## config.mk

```make
export PLATFORM = sky130hd
export DESIGN_NAME = adc_frame_packer
export DESIGN_NICKNAME = d
export VERILOG_FILES = /design/src/rtl/adc_frame_packer_pkg.sv /design/src/rtl/adc_frame_packer_fifo.sv /design/src/rtl/adc_frame_packer.sv
export SDC_FILE = /design/constraint.sdc
export NUM_CORES = 1
export LEC_CHECK = 0
export ABC_AREA = 1
export CORE_ASPECT_RATIO = 1.5
export CORE_UTILIZATION = 40
export DETAILED_ROUTE_END_ITERATION = 10
export REMOVE_ABC_BUFFERS = 1
export SETUP_SLACK_MARGIN = 0.05
export SYNTH_ARGS = -nofsm -noshare
export SYNTH_HDL_FRONTEND = slang
export SYNTH_HIERARCHICAL = 1
export SYNTH_SLANG_ARGS = --single-unit
```

## constraint.sdc

```tcl
create_clock -name ACLK -period 3.9 [get_ports ACLK]
set_input_delay 0.78 -clock ACLK [delete_from_list [all_inputs] [get_ports ACLK]]
set_output_delay 0.78 -clock ACLK [all_outputs]
set_load 0.05 [all_outputs]
```

## src/rtl/adc_frame_packer_pkg.sv

```systemverilog
// rtl/adc_frame_packer_pkg.sv - shared types and constants for the ADC frame packer
package adc_frame_packer_pkg;

  typedef enum logic [1:0] {
    ST_IDLE   = 2'd0,
    ST_HEADER = 2'd1,
    ST_DATA   = 2'd2
  } state_e;

  localparam logic [15:0] HDR_MAGIC_DEFAULT = 16'hAD16;
  localparam int          CNT_W             = 32;

  // Saturating increment for the status counters.
  function automatic logic [CNT_W-1:0] sat_inc(input logic [CNT_W-1:0] v);
    return (v == {CNT_W{1'b1}}) ? v : v + CNT_W'(1);
  endfunction

endpackage

```

## src/rtl/adc_frame_packer_fifo.sv

```systemverilog
// rtl/adc_frame_packer_fifo.sv - single-clock show-ahead FIFO buffering ADC words
module adc_frame_packer_fifo #(
  parameter int DEPTH = 16,
  parameter int WIDTH = 32
) (
  input  logic             clk,
  input  logic             rst_n,
  input  logic             push,
  input  logic [WIDTH-1:0] push_data,
  output logic             push_ok,
  input  logic             pop,
  output logic [WIDTH-1:0] pop_data,
  output logic             full,
  output logic             empty
);

  localparam int AW = $clog2(DEPTH);

  logic [AW:0]      wr_ptr_q, wr_ptr_d;
  logic [AW:0]      rd_ptr_q, rd_ptr_d;
  logic [WIDTH-1:0] mem [DEPTH];
  logic             rd_en;

  assign full     = (wr_ptr_q[AW] != rd_ptr_q[AW]) && (wr_ptr_q[AW-1:0] == rd_ptr_q[AW-1:0]);
  assign empty    = (wr_ptr_q == rd_ptr_q);
  // A pop in the same cycle frees the slot, so a push into a full FIFO is still taken.
  assign push_ok  = push && (!full || pop);
  assign rd_en    = pop && !empty;
  assign pop_data = mem[rd_ptr_q[AW-1:0]];

  // Next pointer values.
  always_comb begin
    wr_ptr_d = wr_ptr_q;
    rd_ptr_d = rd_ptr_q;
    if (push_ok) wr_ptr_d = wr_ptr_q + (AW+1)'(1);
    if (rd_en)   rd_ptr_d = rd_ptr_q + (AW+1)'(1);
  end

  // Pointer registers; reset empties the FIFO.
  always_ff @(posedge clk or negedge rst_n) begin
    if (!rst_n) begin
      wr_ptr_q <= '0;
      rd_ptr_q <= '0;
    end else begin
      wr_ptr_q <= wr_ptr_d;
      rd_ptr_q <= rd_ptr_d;
    end
  end

  // Storage array; contents need no reset since the pointers define validity.
  always_ff @(posedge clk) begin
    if (push_ok) mem[wr_ptr_q[AW-1:0]] <= push_data;
  end

endmodule

```

## src/rtl/adc_frame_packer.sv

```systemverilog
// rtl/adc_frame_packer.sv - packs ADC sample words into frames; header word enabled by ADC_FRAME_PACKER_HEADER_EN
module adc_frame_packer
  import adc_frame_packer_pkg::*;
#(
  parameter int          FIFO_DEPTH = 16,
  parameter logic [15:0] HDR_MAGIC  = HDR_MAGIC_DEFAULT
) (
  input  logic             ACLK,
  input  logic             ARESETN,
  input  logic             s_axis_tvalid,
  output logic             s_axis_tready,
  input  logic [31:0]      s_axis_tdata,
  output logic             m_axis_tvalid,
  input  logic             m_axis_tready,
  output logic [31:0]      m_axis_tdata,
  output logic [3:0]       m_axis_tkeep,
  output logic             m_axis_tlast,
  input  logic             enable,
  input  logic [31:0]      frame_len,
  output logic             busy,
  output logic [CNT_W-1:0] frame_cnt,
  output logic [CNT_W-1:0] drop_cnt
);

`ifdef ADC_FRAME_PACKER_HEADER_EN
  localparam bit     HDR_EN      = 1'b1;
  localparam state_e START_STATE = ST_HEADER;
`else
  localparam bit     HDR_EN      = 1'b0;
  localparam state_e START_STATE = ST_DATA;
`endif

  state_e           state_q, state_d;
  logic [31:0]      len_q, len_d;
  logic [31:0]      in_cnt_q, in_cnt_d;
  logic [31:0]      out_cnt_q, out_cnt_d;
  logic             m_tvalid_q, m_tvalid_d;
  logic [31:0]      m_tdata_q, m_tdata_d;
  logic             m_tlast_q, m_tlast_d;
  logic [3:0]       m_tkeep_q, m_tkeep_d;
  logic             busy_q, busy_d;
  logic [CNT_W-1:0] frame_cnt_q, frame_cnt_d;
  logic [CNT_W-1:0] drop_cnt_q, drop_cnt_d;
  logic             s_tready_q;

  logic             fifo_push, fifo_push_ok, fifo_pop, fifo_full, fifo_empty;
  logic [31:0]      fifo_rdata;
  logic             out_free, out_hs, last_hs, capture, next_start, data_phase;
  logic             go_start;
  logic [CNT_W-1:0] hdr_cnt;

  assign out_free   = !m_tvalid_q || m_axis_tready;
  assign out_hs     = m_tvalid_q && m_axis_tready;
  assign last_hs    = (state_q == ST_DATA) && out_hs && m_tlast_q;
  assign next_start = enable && (frame_len != 32'd0);
  // Words are captured only between frame start and the point the frame's quota is buffered.
  assign capture    = (state_q != ST_IDLE) && (in_cnt_q != len_q);
  assign fifo_push  = s_axis_tvalid && s_tready_q && capture;
  assign fifo_pop   = data_phase && out_free && !fifo_empty && (out_cnt_q != len_q);

  adc_frame_packer_fifo #(
    .DEPTH (FIFO_DEPTH),
    .WIDTH (32)
  ) u_fifo (
    .clk       (ACLK),
    .rst_n     (ARESETN),
    .push      (fifo_push),
    .push_data (s_axis_tdata),
    .push_ok   (fifo_push_ok),
    .pop       (fifo_pop),
    .pop_data  (fifo_rdata),
    .full      (fifo_full),
    .empty     (fifo_empty)
  );

  // Data words may load into the output register in DATA, or in the cycle the header leaves.
  always_comb begin
    data_phase = (state_q == ST_DATA);
`ifdef ADC_FRAME_PACKER_HEADER_EN
    if (state_q == ST_HEADER && out_hs) data_phase = 1'b1;
`endif
  end

  // Frame sequencing, input accounting and output register next-state.
  always_comb begin
    state_d     = state_q;
    len_d       = len_q;
    in_cnt_d    = in_cnt_q;
    out_cnt_d   = out_cnt_q;
    m_tvalid_d  = m_tvalid_q;
    m_tdata_d   = m_tdata_q;
    m_tlast_d   = m_tlast_q;
    frame_cnt_d = frame_cnt_q;
    drop_cnt_d  = drop_cnt_q;
    go_start    = 1'b0;
    hdr_cnt     = frame_cnt_q;

    // Dropped words do not advance the frame's input count.
    if (fifo_push && !fifo_push_ok) drop_cnt_d = sat_inc(drop_cnt_q);
    if (fifo_push_ok)               in_cnt_d   = in_cnt_q + 32'd1;

    if (out_free) begin
      m_tvalid_d = 1'b0;
      m_tlast_d  = 1'b0;
    end
    if (fifo_pop) begin
      m_tvalid_d = 1'b1;
      m_tdata_d  = fifo_rdata;
      m_tlast_d  = (out_cnt_q == len_q - 32'd1);
      out_cnt_d  = out_cnt_q + 32'd1;
    end

    case (state_q)
      ST_IDLE: begin
        if (next_start) go_start = 1'b1;
      end
`ifdef ADC_FRAME_PACKER_HEADER_EN
      ST_HEADER: begin
        if (out_hs) state_d = ST_DATA;
      end
`endif
      ST_DATA: begin
        if (last_hs) begin
          frame_cnt_d = sat_inc(frame_cnt_q);
          hdr_cnt     = frame_cnt_d;
          if (next_start) go_start = 1'b1;
          else            state_d  = ST_IDLE;
        end
      end
      default: state_d = ST_IDLE;
    endcase

    // Frame start latches the length; the header (when built in) carries the completed-frame count.
    if (go_start) begin
      state_d   = START_STATE;
      len_d     = frame_len;
      in_cnt_d  = 32'd0;
      out_cnt_d = 32'd0;
      if (HDR_EN) begin
        m_tvalid_d = 1'b1;
        m_tdata_d  = {HDR_MAGIC, hdr_cnt[15:0]};
        m_tlast_d  = 1'b0;
      end
    end

    busy_d    = (state_d != ST_IDLE);
    m_tkeep_d = m_tvalid_d ? 4'hF : 4'h0;
  end

  // State and registered outputs; reset abandons any frame in flight.
  always_ff @(posedge ACLK or negedge ARESETN) begin
    if (!ARESETN) begin
      state_q     <= ST_IDLE;
      len_q       <= '0;
      in_cnt_q    <= '0;
      out_cnt_q   <= '0;
      m_tvalid_q  <= 1'b0;
      m_tdata_q   <= '0;
      m_tlast_q   <= 1'b0;
      m_tkeep_q   <= 4'h0;
      busy_q      <= 1'b0;
      frame_cnt_q <= '0;
      drop_cnt_q  <= '0;
      s_tready_q  <= 1'b0;
    end else begin
      state_q     <= state_d;
      len_q       <= len_d;
      in_cnt_q    <= in_cnt_d;
      out_cnt_q   <= out_cnt_d;
      m_tvalid_q  <= m_tvalid_d;
      m_tdata_q   <= m_tdata_d;
      m_tlast_q   <= m_tlast_d;
      m_tkeep_q   <= m_tkeep_d;
      busy_q      <= busy_d;
      frame_cnt_q <= frame_cnt_d;
      drop_cnt_q  <= drop_cnt_d;
      s_tready_q  <= 1'b1;
    end
  end

  assign s_axis_tready = s_tready_q;
  assign m_axis_tvalid = m_tvalid_q;
  assign m_axis_tdata  = m_tdata_q;
  assign m_axis_tlast  = m_tlast_q;
  assign m_axis_tkeep  = m_tkeep_q;
  assign busy          = busy_q;
  assign frame_cnt     = frame_cnt_q;
  assign drop_cnt      = drop_cnt_q;

endmodule

```

# Word-level counts from Yosys, hierarchy flattened
# Memories as Yosys holds them, arrays and structs flattened. A register that Yosys moved wholly into a read port is not among the register bits.
# Cells that the tools add are included.
[op_classes]
n_reduce_logical = 30
mux = 18
addsub = 7
n_eq_ne = 9
bitwise = 2
[ops]
columns = ["op", "count"]
rows = [
  ["$add 32x1->32 const B", 4],
  ["$mux 32", 4],
  ["$eq 32x32->1 const B", 2],
  ["$ne 32x32->1", 2],
  ["$eq 32x32->1", 1],
  ["$reduce_bool 32->1", 1],
  ["$sub 32x1->32 const B", 1],
  ["$logic_and 1x1->1", 14],
  ["$add 5x1->5 const B", 2],
  ["$reduce_bool 2->1", 5],
  ["$mux 1", 8],
  ["$mux 2", 3],
  ["$eq 5x5->1", 1],
  ["$logic_not 1->1", 5],
  ["$eq 4x4->1", 1],
  ["$mux 4", 1],
  ["$pmux 2 s2", 1],
  ["$reduce_and 3->1", 1],
  ["$eq 2x2->1 const B", 1],
  ["$logic_not 2->1", 1],
  ["$logic_or 1x1->1", 2],
  ["$not 1->1", 2],
  ["$pmux 1 s2", 1],
  ["$reduce_and 2->1", 1],
  ["$ne 1x1->1", 1],
]
[word_totals]
inputBits = 69
register_bits = 180
output_inout_bits = 104
elab_cells = 80
memories = 1
ramBits = 512
[memory_table]
columns = ["memory", "depth", "width", "rd", "rd_clocked_by_memory_dff", "wr", "line", "text"]
rows = [
  ["u_fifo.mem", 16, 32, 1, 1, 1, "adc_frame_packer_fifo.sv:21", "logic [WIDTH-1:0] mem [DEPTH];"],
]

# Logic depth before layout (Yosys ltp)
[depth]
ltp_word = 10
depth_mapped = 28
depth_no_buf = 25

# By module
# Netlist, hierarchy kept.
[modules_own_cells]
columns = ["module", "area_per_inst_um2", "seq_area_each_um2", "instances", "cells_per_inst"]
rows = [
  ["adc_frame_packer_fifo", 20955.1, 15625.0, 1, 1611],
  ["adc_frame_packer", 12353.1, 4954.8, 1, 1740],
]

# Least setup slack after synthesis
# No wires, ideal clock.
[synth_path]
kind = "register -> register"
startpoint = "register u_fifo.rd_ptr_q[0]"
endpoint = "memory u_fifo.mem[11][0], enable pin"
t_arrival_ns = 3.338
path_stages_with_launch = 15
setup_slack_ns = 0.141
path_buffers = 2
required_time_ns = 3.479
period_less_slack_ns = 3.759
path_cell_list = "dfrtp_1 buf_6 nand2_1 nand2_1 nor2_4 nand3_1 inv_1 nor4_1 nand2_1 inv_2 buf_2 inv_1 nand4_4 nand2_1 nor2_1"
[synth_via]
elab_chain_cells = 8
[synth_lines]
columns = ["item", "line", "text"]
rows = [
  ["start: declaration", "adc_frame_packer_fifo.sv:20", "logic [AW:0] rd_ptr_q, rd_ptr_d;"],
  ["start signal: assignment", "adc_frame_packer_fifo.sv:46", "rd_ptr_q <= rd_ptr_d;"],
  ["$eq 5x5->1", "adc_frame_packer_fifo.sv:25", "assign empty = (wr_ptr_q == rd_ptr_q);"],
  ["net fifo_empty", "adc_frame_packer.sv:46", "logic fifo_push, fifo_push_ok, fifo_pop, fifo_full, fifo_empty;"],
  ["$logic_not 1->1", "adc_frame_packer.sv:59", "assign fifo_pop = data_phase && out_free && !fifo_empty && (out_cnt_q != len_q);"],
  ["$logic_and 1x1->1 (2 in a row)", "adc_frame_packer.sv:59", ""],
  ["net fifo_pop", "adc_frame_packer.sv:46", ""],
  ["$logic_or 1x1->1", "adc_frame_packer_fifo.sv:27", "assign push_ok = push && (!full || pop);"],
  ["$logic_and 1x1->1", "adc_frame_packer_fifo.sv:27", ""],
  ["$mux 1", "adc_frame_packer_fifo.sv:52", "if (push_ok) mem[wr_ptr_q[AW-1:0]] <= push_data;"],
  ["$mux 1 (implied by the code)", "adc_frame_packer_fifo.sv:52", ""],
  ["end: declaration", "adc_frame_packer_fifo.sv:21", ""],
]
# The timed path passes the listed nets, and every way through them passes these cells.

# Worst setup path after layout
[layout_path]
startpoint = "register u_fifo.wr_ptr_q[0]"
endpoint = "register in_cnt_q[29]"
[layout_via]
elab_chain_cells = 7
[layout_lines]
columns = ["item", "line", "text"]
rows = [
  ["start: declaration", "adc_frame_packer_fifo.sv:19", "logic [AW:0] wr_ptr_q, wr_ptr_d;"],
  ["start signal: assignment", "adc_frame_packer_fifo.sv:45", "wr_ptr_q <= wr_ptr_d;"],
  ["$eq 5x5->1", "adc_frame_packer_fifo.sv:25", ""],
  ["net fifo_empty", "adc_frame_packer.sv:46", ""],
  ["$logic_not 1->1", "adc_frame_packer.sv:59", ""],
  ["$logic_and 1x1->1 (2 in a row)", "adc_frame_packer.sv:59", ""],
  ["$logic_or 1x1->1", "adc_frame_packer_fifo.sv:27", ""],
  ["$logic_and 1x1->1", "adc_frame_packer_fifo.sv:27", ""],
  ["net fifo_push_ok", "adc_frame_packer.sv:46", ""],
  ["$reduce_bool 2->1 (no source line)", "n/a", ""],
  ["end signal: assignment", "adc_frame_packer.sv:168", "in_cnt_q <= in_cnt_d;"],
  ["end: declaration", "adc_frame_packer.sv:35", "logic [31:0] in_cnt_q, in_cnt_d;"],
]
# The timed path passes the listed nets, and every way through them passes these cells.
# A chain may end at the register's enable or synchronous reset.

==> impl_metrics.sql <==
INSERT INTO impl_metrics (metric_group, metric, value, unit) VALUES
('outcome', 'outcome', 'completed', ''),
('place', 'gpl_wtd_cong', '0.9551', ''),
('cts', 'count_of_clock_tree_sinks', '720', ''),
('floorplanning', 'row_count', '129', ''),
('pwr', 'ir_worst_vdd', '0.5250', 'mV'),
('synthesis', 'synthCells', '3349', ''),
('place', 'dpl.hpwl', '56910', 'um'),
('hold_path', 'hold_path_class', 'in -> async', ''),
('timing', 'hold_violations', '0', ''),
('cts', 'cts_root_buf', 'sky130_fd_sc_hd__clkbuf_16', ''),
('cts', 'cts.clk_slew.worst_paths', '0.06', 'ns'),
('cts', 'tritoncts.num_buffers', '73', ''),
('drt', 'drt_antenna_net_count', '0', ''),
('cts', 'worstSkewPairLatency', '0.63', 'ns'),
('drt', 'post-route-drc-count', '0', ''),
('pwr', 'power_density', '584.3', 'nW/um^2'),
('global_routing', 'grt_pass1_wl', '140600', 'um'),
('critical_path', 'critPathMostFrequentCell', 'sky130_fd_sc_hd__nand2_1', ''),
('run', 'drv.max_cap_violation_count', '0', ''),
('critical_path', 'cp_data_arrival_time', '3.86', 'ns'),
('place', 'placed_cell_area', '36470', 'um^2'),
('critical_path', 'critical_path_required', '4.41', 'ns'),
('drt', 'finalWirelength', '91470', 'um'),
('finish', 'nNetsFinal', '3594', ''),
('critical_path', 'critical_path.max_fanout', '6', ''),
('floorplanning', 'die_h', '355.4', 'um'),
('synthesis', 'syn_area_per_cell', '9.943', 'um^2'),
('cts', 'ctsLongestPathBuffers', '3', ''),
('drt', 'drt_iter0_drc', '1891', ''),
('cts', 'cts_tree', 'built', ''),
('drt', 'detailroute.via_count', '24450', ''),
('floorplanning', 'floorplan.io_pins', '173', ''),
('floorplanning', 'initial_utilization', '40.38', '%'),
('floorplanning', 'die_span_in_x', '237.6', 'um'),
('global_routing', 'grt_max_degree', '198', ''),
('drt', 'detail_route.first_pass.iterations', '7', ''),
('global_routing', 'antenna_found_initial', '3', ''),
('global_routing', 'first_global_vias', '24050', ''),
('timing', 'worst_pin_slew', '1.118', 'ns'),
('timing', 'setup_repair_after_global_routing_missed_its_margin', 'false', ''),
('place', 'numPortBuffers', '172', ''),
('timing', 'final_min_period_over_clock_period', '85.83', '%'),
('drt', 'post_drt_wl_per_cell', '19.51', 'um'),
('timing', 'fin_tns_setup', '0', 'ns'),
('global_routing', 'grt_overflow', '0', ''),
('synthesis', 'ys_warn_count', '6', ''),
('cts', 'h-tree-depth', '3', ''),
('critical_path', 'cp_slowest_cell', 'sky130_fd_sc_hd__dfrtp_1', ''),
('critical_path', 'launching_element_type_of_the_critical_path', 'flop', ''),
('timing', 'slew_headroom', '25.48', '%'),
('finish', 'drive_gt1_share', '7.303', '%'),
('timing', 'layout_min_cycle_time', '3.347', 'ns'),
('critical_path', 'maximum_cell_stage_delay_along_the_critical_path', '0.44', 'ns'),
('drt', 'vias_per_cell', '5.215', ''),
('finish', 'fillCellCount', '7598', ''),
('finish', 'synthToLayoutAreaGrowth', '16.80', '%'),
('floorplanning', 'core-area', '82480', 'um^2'),
('synthesis', 'netlist_area', '33300', 'um^2'),
('timing', 'report.final.setup_viol', '0', ''),
('timing', 'finClkSkew', '0.02375', 'ns'),
('critical_path', 'critical_path.cell_chain', 'inv_1 -> nand2_1 -> nand2_1 -> nor2_4 -> nand3_1 -> inv_1 -> nor4_2 -> nand2_2 -> inv_2 -> inv_1 -> nand4_4 -> nand2_4 -> inv_2 -> nand2_1 -> nor2_2 -> nand3_1 -> nor2_2 -> nand2_1 -> inv_2 -> nand3_1 -> nor3_2 -> xor2_1 -> nor2_1', ''),
('timing', 'timing.fmax', '0.2988', 'GHz'),
('floorplanning', 'floorplan.die_area', '84430', 'um^2'),
('critical_path', 'endpoint_kind', 'flop', ''),
('critical_path', 'timing_worst_setup_path_type', 'reg -> reg', ''),
('finish', 'layout.cell_area.non_filler', '38890', 'um^2'),
('cts', 'postCtsHoldBufs', '0', ''),
('global_routing', 'track_usage', '21.70', '%'),
('timing', 'drv_slew', '0', ''),
('pwr', 'p_leak', '14.97', 'nW');
[power breakdown]
part / internal, mW / switching [mW]
logic: 1.97 / 4.57
clock network: 4.11 / 3.03
registers: 8.68 / 0.375
total: 14.8 / 7.97
[critical path, delay by kind of cell, from the launching register on]
family	cells	cell delay [ns]
xor gates and xnor gates	1	0.16
buffers and inverters	6	0.55
DFF	1	0.44
and+or+nand+nor	16	2.07
[repair_timing]
action                                  CTS  global route
gates resized for setup                   0             1
setup buffers                             0             0
endpoints found under the setup margin    0             1
[state kept, by name (all words and copies together) (netlist names)]
signal and count:
busy 1, frame_cnt 32, len_q 32, m_axis_tlast 1, m_axis_tdata 32, in_cnt_q 32
u_fifo/mem 512, u_fifo/rd_ptr_q 5, out_cnt_q 32, m_axis_tkeep 1, drop_cnt 32, u_fifo/wr_ptr_q 5
s_axis_tready 1, state_q 2
[layer usage]
layer	global-route usage, %	wire length [um]
met4	7.781	2720
met2	40.05	48230
met5	0	36
met1	25.34	36470
met3	3.219	4005
[cell type report]
| class | instances | area [um^2] | area share [%] |
|---|---|---|---|
| clock inverter | 36 | 427.9 | 1.100 |
| inverter | 277 | 1045 | 2.686 |
| antenna | 1 | 2.502 | 0.006434 |
| multi-input combinational | 2189 | 10950 | 28.15 |
| tap | 1113 | 1393 | 3.581 |
| timing repair buffer | 254 | 2492 | 6.408 |
| sequential | 720 | 20590 | 52.94 |
| clock buffer | 98 | 1992 | 5.121 |
[worst paths after layout]
path,startpoint,to,slack [ns],cells after the start
min,ARESETN,len_q[4],0.14,1
max,u_fifo/wr_ptr_q[0],in_cnt_q[29],0.55,23
min reg2reg,m_axis_tdata[29],m_axis_tdata[29],0.48,2
max reg2reg,u_fifo/wr_ptr_q[0],in_cnt_q[29],0.55,23
min in group ACLK,m_axis_tdata[29],m_axis_tdata[29],0.48,2
max in group asynchronous,ARESETN,m_axis_tdata[16],2.88,2
[placed cells by master (no fill, tap or decap), drive strengths merged, types with 87 or more instances in the layout]
| cell type | instances |
|---|---|
| clkbuf | 98 |
| clkdlybuf4s50 | 171 |
| dfrtp | 208 |
| edfxtp | 512 |
| inv | 283 |
| nand2 | 634 |
| nand3 | 186 |
| nand4 | 91 |
| nor2 | 486 |
| o211ai | 129 |
| o21ai | 331 |
| xor2 | 87 |
[per-stage QoR]
step	util [%]	instances	setup WS, ns	hold WS (ns)	power [mW]
CTS	47.15	4687	0.4318	0.1380	22.99
global placement	44.21	4553	0.2275	0.4629	15.72
floorplan	-	3186	-7.662	0.4579	13.36
finish	47.16	4688	0.5528	0.1353	22.73
detailed placement	44.21	4553	0.1100	0.4637	15.77
global route	47.15	4687	0.1938	0.1484	23.96
Power figures use the tool's default switching activity.
